`config.mk`:
```
export PLATFORM = sky130hd
export DESIGN_NAME = fsm_step_seq_flat
export DESIGN_NICKNAME = d
export VERILOG_FILES = /design/src/rtl/fsm_step_seq_pkg.sv /design/src/rtl/fsm_step_seq_if.sv /design/src/rtl/fsm_dwell_cnt.sv /design/src/rtl/fsm_step_seq.sv /design/src/flat_wrapper.sv
export SDC_FILE = /design/constraint.sdc
export NUM_CORES = 1
export LEC_CHECK = 0
export ABC_AREA = 1
export BUFFER_PORTS_ARGS = -buffer_cell sky130_fd_sc_hd__buf_2
export CAP_MARGIN = 0
export CELL_PAD_IN_SITES_DETAIL_PLACEMENT = 0
export CELL_PAD_IN_SITES_GLOBAL_PLACEMENT = 1
export CORE_MARGIN = 1
export CORE_UTILIZATION = 33
export DETAILED_ROUTE_END_ITERATION = 10
export PLACE_DENSITY_LB_ADDON = 0.15
export SYNTH_ARGS = -nofsm -noshare
export SYNTH_HDL_FRONTEND = slang
export SYNTH_HIERARCHICAL = 1
export SYNTH_SLANG_ARGS = --single-unit
export TNS_END_PERCENT = 20
```
`constraint.sdc`:
```
create_clock -name clk -period 1.25 [get_ports clk]
set_input_delay 0.25 -clock clk [delete_from_list [all_inputs] [get_ports clk]]
set_output_delay 0.25 -clock clk [all_outputs]
set_load 0.03 [all_outputs]
```
`src/rtl/fsm_step_seq_pkg.sv`:
```
// Shared constants and the parameter-legality check for the step sequencer.
package fsm_step_seq_pkg;

    localparam logic DIR_UP      = 1'b0;
    localparam logic DIR_DOWN    = 1'b1;
    localparam logic MODE_WRAP   = 1'b0;
    localparam logic MODE_BOUNCE = 1'b1;

    function automatic bit params_legal(int num_states, int dw, int dwell);
        return (dw >= 1) && (num_states >= 2) && (num_states <= (1 << dw)) && (dwell >= 1);
    endfunction

endpackage

```
`src/rtl/fsm_step_seq_if.sv`:
```
// Control and output bundle of the step sequencer.
interface fsm_step_seq_if #(
    parameter int DW = 4
);
    // No valid/ready pair: en and load are sampled on every rising edge with
    // load winning; dout/wrap are valid on every cycle and never stall.
    logic          en;
    logic          dir;
    logic          bounce;
    logic          load;
    logic [DW-1:0] load_val;
    logic [DW-1:0] dout;
    logic          wrap;
    logic [DW-1:0] dbg_state;

    modport master (
        output en, dir, bounce, load, load_val,
        input  dout, wrap, dbg_state
    );

    modport slave (
        input  en, dir, bounce, load, load_val,
        output dout, wrap, dbg_state
    );
endinterface

```
`src/rtl/fsm_dwell_cnt.sv`:
```
// Dwell counter: emits a step pulse on the DWELL-th enable since the last clear.
module fsm_dwell_cnt #(
    parameter int DWELL = 1
) (
    input  logic clk,
    input  logic rst_n,
    input  logic en,
    input  logic clr,
    output logic step
);
    localparam int CW = (DWELL > 1) ? $clog2(DWELL) : 1;
    localparam logic [CW-1:0] LAST = CW'(DWELL - 1);

    logic [CW-1:0] cnt;

    assign step = en && (cnt == LAST);

    always_ff @(posedge clk or negedge rst_n) begin
        if (!rst_n) begin
            cnt <= '0;
        end else if (clr) begin
            cnt <= '0;
        end else if (en) begin
            cnt <= (cnt == LAST) ? '0 : cnt + CW'(1);
        end
    end
endmodule

```
`src/rtl/fsm_step_seq.sv`:
```
// Step sequencer top: next-state logic, ping-pong direction and output registers.
module fsm_step_seq
    import fsm_step_seq_pkg::*;
#(
    parameter int NUM_STATES = 3,
    parameter int DW         = 4,
    parameter int DWELL      = 1
) (
    input logic          clk,
    input logic          rst_n,
    fsm_step_seq_if.slave bus
);
    if (!params_legal(NUM_STATES, DW, DWELL)) begin : g_param_check
        $error("fsm_step_seq: illegal NUM_STATES/DW/DWELL combination");
    end

    localparam logic [DW:0]   NS_EXT    = (DW + 1)'(NUM_STATES);
    localparam logic [DW-1:0] TOP       = DW'(NUM_STATES - 1);
    localparam logic [DW-1:0] BELOW_TOP = DW'(NUM_STATES - 2);

    logic [DW-1:0] cur_state, nxt_state;
    logic          pp_dir, nxt_pp;
    logic          wrap_q, nxt_wrap;
    logic [DW-1:0] dout_q;
    logic          wrap_out;
    logic          step, illegal, load_ok, dwell_clr;

    assign illegal   = {1'b0, cur_state} >= NS_EXT;
    assign load_ok   = {1'b0, bus.load_val} < NS_EXT;
    assign dwell_clr = bus.load | illegal;

    fsm_dwell_cnt #(.DWELL(DWELL)) u_dwell (
        .clk   (clk),
        .rst_n (rst_n),
        .en    (bus.en),
        .clr   (dwell_clr),
        .step  (step)
    );

    always_comb begin
        nxt_state = cur_state;
        nxt_pp    = pp_dir;
        nxt_wrap  = 1'b0;
        if (bus.bounce == MODE_WRAP) nxt_pp = bus.dir;

        if (bus.load) begin
            nxt_state = load_ok ? bus.load_val : '0;
            nxt_pp    = bus.dir;
        end else if (illegal) begin
            nxt_state = '0;
        end else if (step) begin
            if (bus.bounce == MODE_WRAP) begin
                if (bus.dir == DIR_UP) begin
                    if (cur_state == TOP) begin
                        nxt_state = '0;
                        nxt_wrap  = 1'b1;
                    end else begin
                        nxt_state = cur_state + DW'(1);
                    end
                end else if (cur_state == '0) begin
                    nxt_state = TOP;
                    nxt_wrap  = 1'b1;
                end else begin
                    nxt_state = cur_state - DW'(1);
                end
            end else begin
                // Bounce turns around at either end, so the end value is shown once.
                if (pp_dir == DIR_UP) begin
                    if (cur_state == TOP) begin
                        nxt_state = BELOW_TOP;
                        nxt_pp    = DIR_DOWN;
                        nxt_wrap  = 1'b1;
                    end else begin
                        nxt_state = cur_state + DW'(1);
                    end
                end else if (cur_state == '0) begin
                    nxt_state = DW'(1);
                    nxt_pp    = DIR_UP;
                    nxt_wrap  = 1'b1;
                end else begin
                    nxt_state = cur_state - DW'(1);
                end
            end
        end
    end

    always_ff @(posedge clk or negedge rst_n) begin
        if (!rst_n) begin
            cur_state <= '0;
            pp_dir    <= 1'b0;
            wrap_q    <= 1'b0;
            dout_q    <= '0;
            wrap_out  <= 1'b0;
        end else begin
            cur_state <= nxt_state;
            pp_dir    <= nxt_pp;
            wrap_q    <= nxt_wrap;
            dout_q    <= cur_state;
            wrap_out  <= wrap_q;
        end
    end

    assign bus.dout      = dout_q;
    assign bus.wrap      = wrap_out;
    assign bus.dbg_state = cur_state;
endmodule

```
`src/flat_wrapper.sv`:
```
// flat-port wrapper written by rule: the top's interface ports become plain ports
module fsm_step_seq_flat import fsm_step_seq_pkg::*;
#(
    parameter int NUM_STATES = 3,
    parameter int DW         = 4,
    parameter int DWELL      = 1
)
  (clk, rst_n, bus_en, bus_dir, bus_bounce, bus_load, bus_load_val, bus_dout, bus_wrap, bus_dbg_state);
  fsm_step_seq_if #(.DW(DW)) bus_i ();
  input logic clk;
  input logic rst_n;
  input wire logic [$bits(bus_i.en)-1:0] bus_en;
  input wire logic [$bits(bus_i.dir)-1:0] bus_dir;
  input wire logic [$bits(bus_i.bounce)-1:0] bus_bounce;
  input wire logic [$bits(bus_i.load)-1:0] bus_load;
  input wire logic [$bits(bus_i.load_val)-1:0] bus_load_val;
  output wire logic [$bits(bus_i.dout)-1:0] bus_dout;
  output wire logic [$bits(bus_i.wrap)-1:0] bus_wrap;
  output wire logic [$bits(bus_i.dbg_state)-1:0] bus_dbg_state;
  assign bus_i.en = bus_en;
  assign bus_i.dir = bus_dir;
  assign bus_i.bounce = bus_bounce;
  assign bus_i.load = bus_load;
  assign bus_i.load_val = bus_load_val;
  assign bus_dout = bus_i.dout;
  assign bus_wrap = bus_i.wrap;
  assign bus_dbg_state = bus_i.dbg_state;
  fsm_step_seq #(.NUM_STATES(NUM_STATES), .DW(DW), .DWELL(DWELL)) u_core (.clk(clk), .rst_n(rst_n), .bus(bus_i));
endmodule
```
=== Yosys cells after proc, flatten, opt, wreduce, memory -nomap -nowiden ===
Cells that the tools add are included.
Widths: inputs -> output; s select.

* Flip-flop bits (word level): 12
* Word-level logic and storage cells: 48

* $add $sub $neg: 3
* $lt $le $gt $ge: 2
* Equal/unequal tests: 1
* Mux-type cells: 30
* Bitwise gates (word level): 2
* Reductions and logical operators: 4

{| class="wikitable"
|+ Operator list
! cell !! number
|-
| $mux 4 || 11
|-
| $mux 1 || 19
|-
| $add 4x1->4 const B || 1
|-
| $eq 4x2->1 const B || 1
|-
| $ge 4x2->1 const B || 1
|-
| $logic_not 4->1 || 1
|-
| $lt 4x2->1 const B || 1
|-
| $sub 4x1->4 const B || 1
|-
| $reduce_bool 3->1 || 1
|-
| $reduce_bool 2->1 || 1
|-
| $add 1x1->1 const B || 1
|-
| $logic_and 1x1->1 || 1
|-
| $not 1->1 || 1
|-
| $or 1x1->1 || 1
|}

=== Depth between registers and ports, before layout ===
Gate-level depths: netlist of run 1.

* Word-level depth: 7
* Mapped depth: 8

=== Hierarchy ===
The synthesis of run 1 kept the hierarchy.

{| class="wikitable"
|+ Modules (own cells, without submodules)
! module !! instances !! cells each !! area each (µm²) !! sequential area each (µm²)
|-
| fsm_step_seq || 1 || 73 || 564.3 || 275.3
|-
| fsm_dwell_cnt || 1 || 1 || 7.5 || 0.0
|}

=== Worst setup path before layout of run 1 ===
Ideal clock, no wire load.

* Path kind: register to register
* Start: register u_core.cur_state[3] (netlist: u_core/bus.dbg_state[3])
* End: register u_core.cur_state[1] (netlist: u_core/bus.dbg_state[1])
* Library setup time: 0.073 ns
* Arrival time: 1.177 ns
* Slack: 0.000 ns
* Cell stages (with the launch flop): 8
* Buffers on the path: 0
* Path through: dfrtp_1 -> nor2_4 -> nand2_2 -> nor2_4 -> nand2_4 -> nand2_2 -> inv_2 -> a21oi_2

* Cells in the longest elaborated chain, start to end: 7
* Elaborated cells between the ends (all ways): 14
* Classes of those cells: order compare: 1; eq/ne: 1; mux: 10; reduce/logical: 2

{| class="wikitable"
|+ RTL lines
! element !! line !! RTL
|-
| start, declared || fsm_step_seq.sv:21 || <nowiki>logic [DW-1:0] cur_state, nxt_state;</nowiki>
|-
| start signal, assigned || fsm_step_seq.sv:95 || <nowiki>cur_state <= nxt_state;</nowiki>
|-
| $eq 4x2->1 / $logic_not 4->1 (equally long branches) || -- ||
|-
| $mux 4 (on tied branches) || -- ||
|-
| $mux 4 (on tied branches) || fsm_step_seq.sv:53, fsm_step_seq.sv:68 ||
|-
| $mux 4 || fsm_step_seq.sv:52 || <nowiki>if (bus.bounce == MODE_WRAP) begin</nowiki>
|-
| $mux 4 || fsm_step_seq.sv:51 || <nowiki>end else if (step) begin</nowiki>
|-
| $mux 4 || fsm_step_seq.sv:49 || <nowiki>end else if (illegal) begin</nowiki>
|-
| $mux 4 || fsm_step_seq.sv:46 || <nowiki>if (bus.load) begin</nowiki>
|}

Several ways; a longest one is shown, not always the timed one. The select of a mux whose other input is x is not followed.
A chain may end at the register's enable or synchronous reset.

=== Worst setup path in the final report of run 1 ===
* Start: register u_core.cur_state[0] (netlist: u_core/bus.dbg_state[0])
* End: register u_core.pp_dir

* Cells in the longest elaborated chain, start to end: 7
* Elaborated cells between the ends (all ways): 10
* Classes of those cells: order compare: 1; eq/ne: 1; mux: 7; reduce/logical: 1

{| class="wikitable"
|+ RTL lines
! element !! line !! RTL
|-
| $eq 4x2->1 / $logic_not 4->1 (equally long branches) || fsm_step_seq.sv:69, fsm_step_seq.sv:76 ||
|-
| $mux 1 (on tied branches) || fsm_step_seq.sv:69, fsm_step_seq.sv:76 ||
|-
| $mux 1 || fsm_step_seq.sv:68 || <nowiki>if (pp_dir == DIR_UP) begin</nowiki>
|-
| $mux 1 || fsm_step_seq.sv:52 ||
|-
| $mux 1 || fsm_step_seq.sv:51 ||
|-
| $mux 1 * || fsm_step_seq.sv:49 ||
|-
| $mux 1 * || fsm_step_seq.sv:46 ||
|-
| net u_core.nxt_pp || fsm_step_seq.sv:22 || <nowiki>logic pp_dir, nxt_pp;</nowiki>
|-
| end signal, assigned || fsm_step_seq.sv:96 || <nowiki>pp_dir <= nxt_pp;</nowiki>
|-
| end, declared || fsm_step_seq.sv:22 ||
|}

The timed path passes the listed nets; every way through them passes the cells marked *.

==> qor.yml, run 1 <==
sta:
  fin_tns_setup_ns: 0
  clock_skew_ns: 0.00266
  setup_violations: 0
  max_freq_mhz: 813
  rsz0062_at_grt: "true"
  layout_setup_ws_ns: 0.0194
  report.final.slew_viol_count: 0
  final_hold_viol_count: 0
  period_share: 0.985
  fin_crit_ns: 1.23
outcome:
  status: "finished, violations left"
  violations: "design-rule violations"
routing:
  wl_per_cell_um: 9.38
  drc: 4
  num_vias: 501
  via_per_inst: 4.28
  drt_iter0_drc: 7
  ant_nets: 0
  drt_pass1_iterations: 6
  totalWireLength_um: 1100
grt:
  grt_start_max_net_pins: 12
  grt_pass1_wl_um: 1740
  antenna_found_initial: 0
  grt-ovfl-total: 0
  grt.total_usage: 0.132
  grt_pass1_vias: 427
critical_path:
  critPathKind: "register to register"
  end_kind: "register"
  cp_max_fo: 5
  regToRegEndpoint: "u_core/pp_dir"
  reg2regPathDepth: 5
  cp-start-kind: "register"
  arrival_ns: 1.37
  cp_data_required_time_ns: 1.39
  r2r_slack_ns: 0.02
  r2r_start: "u_core/bus.dbg_state[0]"
placement:
  dp_hpwl_um: 835
  pre_cts_slack_ns: 0.0772
  io_buffers: 18
  gp_congestion: 0.810
logic_synthesis:
  syn-cell-area_um2: 568
  syn_inst: 73
  yosysWarningCount: 6
  syn_avg_cell_area_um2: 7.78
cells_and_area:
  final_common_cell: "buf_2"
  final_nets: 112
  antennaDiodeCount: 0
  fill_cells: 163
  final_cell_mix: "buf_2 (17), nand2_1 (14), nor2_1 (12)"
  final_layout_size_suffix_gt1_frac: 0.406
  layout-area-overhead-vs-synth_pct: 38.8
floorplanning:
  coreArea_um2: 1560
  dieArea_um2: 1890
  die_x_um: 43.5
  start_util: 0.364
  ioPinCount: 19
  std_cell_rows: 14
  die_h_um: 43.5
pwr:
  p_leak_nw: 0.454
  peakVddDrop_v: 0.000781
  powerDensity_nw_per_um2: 1030
clock_tree:
  cts-root-buf: "clkbuf_4"
  cts_sinks: 11
  cts.clk_slew.worst_paths_ns: 0.06
  cts.htree.levels: 1
  cts_tree: "built"
  clk_path_buf_depth: 2
  insertion_delay_ns: 0.25
  cts_inserted_buffers: 3
hold_path:
  whs_path_depth: 3
  hp-class: "primary input to register"
  hold_start: "bus_dir"
  whs_endpoint: "u_core/pp_dir"
job:
  cap_violations: 0
where the power goes:
part / total, mW / internal [mW] / switching [mW]
Sequential: 0.391 / 0.377 / 0.0138
Combinational: 0.198 / 0.0769 / 0.121
Clock: 0.221 / 0.123 / 0.0982
per-layer routing:
layer / global-route usage / share of wire
met4: 0.0563 / 0.013
met5: 0 / 0
met3: 0.0750 / 0.038
met2: 0.197 / 0.49
met1: 0.156 / 0.45
stage by stage:
stage / power, mW / util / hold slack (ns) / cell area (um^2) / cells
floorplan: 0.504 / - / -0.0456 / 572 / 74
global placement: 0.566 / 0.442 / 0.122 / 689 / 109
detailed placement: 0.564 / 0.442 / 0.124 / 689 / 109
CTS: 0.803 / 0.474 / 0.284 / 739 / 115
global route: 0.869 / 0.506 / 0.276 / 788 / 117
finish: 0.809 / 0.506 / 0.298 / 788 / 117
area by class of cell:
cell class              count  area [um^2]  share of cell area
flip-flops and latches     11          277               0.351
multi-input cells          50          269               0.341
repair buffers             24          151               0.192
inverters                  12         45.0              0.0571
clock buffers               4         26.3              0.0333
well taps                  16         20.0              0.0254
critical path, cell delays in order (launching register included):
cell	delay, ns
dfrtp_2	0.44
buf_4	0.15
nor2_4	0.12
nand3_1	0.14
o21ai_0	0.17
a21oi_1	0.10
sequential cells by signal (all words and copies together), names as in the netlist:
signal	cells
u_core/wrap_q	1
u_core/bus.dout	4
u_core/pp_dir	1
u_core/bus.dbg_state	4
u_core/bus.wrap	1
worst max-delay path by stage:
stage / startpoint / endpoint / cells past startpoint / slack [ns]
2_1_floorplan: u_core/bus.dbg_state[3] / u_core/bus.dbg_state[1] / 7 / 0.01
3_3_place_gp: u_core/bus.dbg_state[3] / u_core/bus.dbg_state[1] / 7 / 0.08
3_5_place_dp: u_core/bus.dbg_state[3] / u_core/bus.dbg_state[0] / 7 / 0.08
4_1_cts: u_core/bus.dbg_state[0] / bus_dbg_state[0] / 2 / 0.004
5_1_grt: u_core/bus.dbg_state[0] / u_core/bus.dbg_state[1] / 8 / -0.05
6_report: u_core/bus.dbg_state[0] / u_core/pp_dir / 5 / 0.02
timing repair:
| action | 4_1_cts | 5_1_grt |
|---|---|---|
| hold endpoints to repair | 11 | 0 |
| resized for setup | 2 | 9 |
| endpoints found under the setup margin | 2 | 6 |
| hold buffers | 1 | 0 |
| pin swaps | 0 | 2 |
| buffers inserted | 1 | 2 |
No activity file was read; power rests on OpenSTA's default activity.
==> inputs of run 2 (changes only) <==
BUFFER_PORTS_ARGS = not set   (was -buffer_cell sky130_fd_sc_hd__buf_2)
CORE_UTILIZATION = 40   (was 33)
DONT_BUFFER_PORTS = 1   (was not set)
==> qor.yml, run 2 (same netlist as run 1, synthesis figures left out) <==
job:
  cap_violations: 0  # unchanged
cells_and_area:
  fin_util: 0.506  # +0.000555
  final_cell_mix: "nand2_1 (14), nor2_1 (12), inv_1 (10)"
  final_layout_size_suffix_gt1_frac: 0.280  # -0.125
  final_nets: 93  # -17%
  layout-area-overhead-vs-synth_pct: 17.4
  final_common_cell: "nand2_1"
  design_area_um2: 667  # -15%
  antennaDiodeCount: 0  # unchanged
  instances_no_fill: 97  # -17%
clock_tree:
  cts.clk_slew.worst_paths_ns: 0.06  # about the same
  cts-root-buf: "clkbuf_4"
  post_cts_buffers: 0  # -1
  cts.htree.levels: 1  # unchanged
  cts_tree: "built"
  clk_path_buf_depth: 2  # unchanged
  cts_sinks: 11  # unchanged
  cts_inserted_buffers: 3  # unchanged
  insertion_delay_ns: 0.26  # about the same
placement:
  post_dp_cell_area_um2: 613  # -11%
  placed_cells: 92  # -16%
  gp_congestion: 0.835  # +3.0%
  pre_cts_slack_ns: 0.0959  # +0.0187 ns
  dp_hpwl_um: 750  # -10%
  io_buffers: 0  # -18
critical_path:
  path_cells: "nor2_4 -> nand2_1 -> o21ai_2 -> nor2_1 -> nor2_1 -> nor2_1"
  cp_data_required_time_ns: 1.40  # about the same
  cp_slowest_cell: "dfrtp_1"
  path_common_cell: "nor2_1"
  r2r_start: "u_core/bus.dbg_state[2]"
  arrival_ns: 1.30  # -0.07 ns
  crit_family: "simple AND/OR/NAND/NOR gates"
  cp_max_fo: 6  # +1
  reg2regPathDepth: 6  # +1
  r2r_slack_ns: 0.09  # +0.08 ns
  critPathKind: "register to register"
  regToRegEndpoint: "u_core/bus.dbg_state[0]"
  path_buf_inv: 0  # -1
  cp-start-kind: "register"
  slowest_delay_ns: 0.41  # -0.03 ns
  end_kind: "register"
pwr:
  powerDensity_nw_per_um2: 1140  # +11%
  p_leak_nw: 0.355  # -22%
  power_mw: 0.762  # -5.8%
  peakVddDrop_v: 0.000329  # -58%
grt:
  grt_pass1_wl_um: 1560  # -10%
  antenna_found_initial: 0  # unchanged
  grt_pass1_vias: 425  # -0.47%
  grt.total_usage: 0.156  # +0.0237
  grt_start_max_net_pins: 12  # unchanged
  grt-ovfl-total: 0  # unchanged
hold_path:
  hp-class: "primary input to register"
  hold_start: "bus_dir"
  whs_path_depth: 2  # -1
  whs_endpoint: "u_core/pp_dir"
sta:
  clock_skew_ns: 0.00345  # +0.000790 ns
  final_hold_viol_count: 0  # unchanged
  period_share: 0.924  # -0.0600
  max_freq_mhz: 865  # +6.5%
  setup_violations: 0  # unchanged
  layout_setup_ws_ns: 0.0944  # +0.0751 ns
  rsz0062_at_grt: "false"
  report.final.slew_viol_count: 0  # unchanged
  whs_ns: 0.160  # -0.138 ns
  fin_tns_setup_ns: 0  # unchanged
  fin_crit_ns: 1.16  # -0.0751 ns
outcome:
  status: "finished clean"
floorplanning:
  ioPinCount: 19  # unchanged
  die_x_um: 39.7  # -8.7%
  start_util: 0.431  # +0.0668
  die_h_um: 39.7  # -8.7%
  std_cell_rows: 13  # -1
  coreArea_um2: 1320  # -15%
  dieArea_um2: 1570  # -17%
routing:
  drc: 0  # -4
  num_vias: 445  # -11%
  drt_iter0_drc: 5  # -2
  drt_pass1_iterations: 2  # -4
  via_per_inst: 4.59  # +7.1%
  ant_nets: 0  # unchanged
  wl_per_cell_um: 10.0  # +6.9%
  totalWireLength_um: 972  # -11%
-- run 2: changes by cell type in the layout (fill, tap and decap cells not counted) --
cell	before	now
buf_2	17	0
buf_4	3	4
buf_6	3	0
dfrtp_1	10	9
dfrtp_2	1	2
nand2_2	2	4
nand2_4	3	1
-- run 2: what timing repair did --
item	CTS	global route
hold buffers	1	0
hold endpoints to repair	11	0
gates resized for setup	0	6
endpoints found under the setup margin	0	3
-- run 2: how the worst max path moves through the flow --
stage                                  from                 endpoint  slack, ns  cells after the start
floorplan           u_core/bus.dbg_state[3]  u_core/bus.dbg_state[1]       0.01                      7
finish              u_core/bus.dbg_state[2]  u_core/bus.dbg_state[0]       0.09                      6
detailed placement  u_core/bus.dbg_state[1]  u_core/bus.dbg_state[0]        0.1                      6
CTS                 u_core/bus.dbg_state[0]         bus_dbg_state[0]       0.07                      1
global placement    u_core/bus.dbg_state[1]            u_core/pp_dir       0.08                      4
global route        u_core/bus.dbg_state[2]  u_core/bus.dbg_state[1]      0.003                      7
-- run 2: cell type report --
type	count	area, um^2
flip-flops and latches	11	278
well taps	15	18.8
multi-input cells	50	259
clock buffers	4	26.3
repair buffers	5	40.0
inverters	12	45.0
fillers	125	651
-- run 2: power by group --
part / leakage, nW / switching [mW] / total [mW] / internal [mW]
Combinational: 0.204 / 0.0803 / 0.125 / 0.0442
Sequential: 0.136 / 0.0363 / 0.413 / 0.377
Clock: 0.0150 / 0.101 / 0.224 / 0.123
Total: 0.355 / 0.218 / 0.762 / 0.544
-- run 2: worst register-to-register path, delay by kind of cell (launching register included) --
family,cells,cell delay (ns)
simple gates,5,0.48
flops,1,0.41
compound gates,1,0.15
-- run 2: per-layer routing --
metal | routed length [um] | global-route usage
met1 | 415 | 0.171
met2 | 482 | 0.246
met3 | 54 | 0.0227
met4 | 19 | 0.155
met5 | 0 | 0
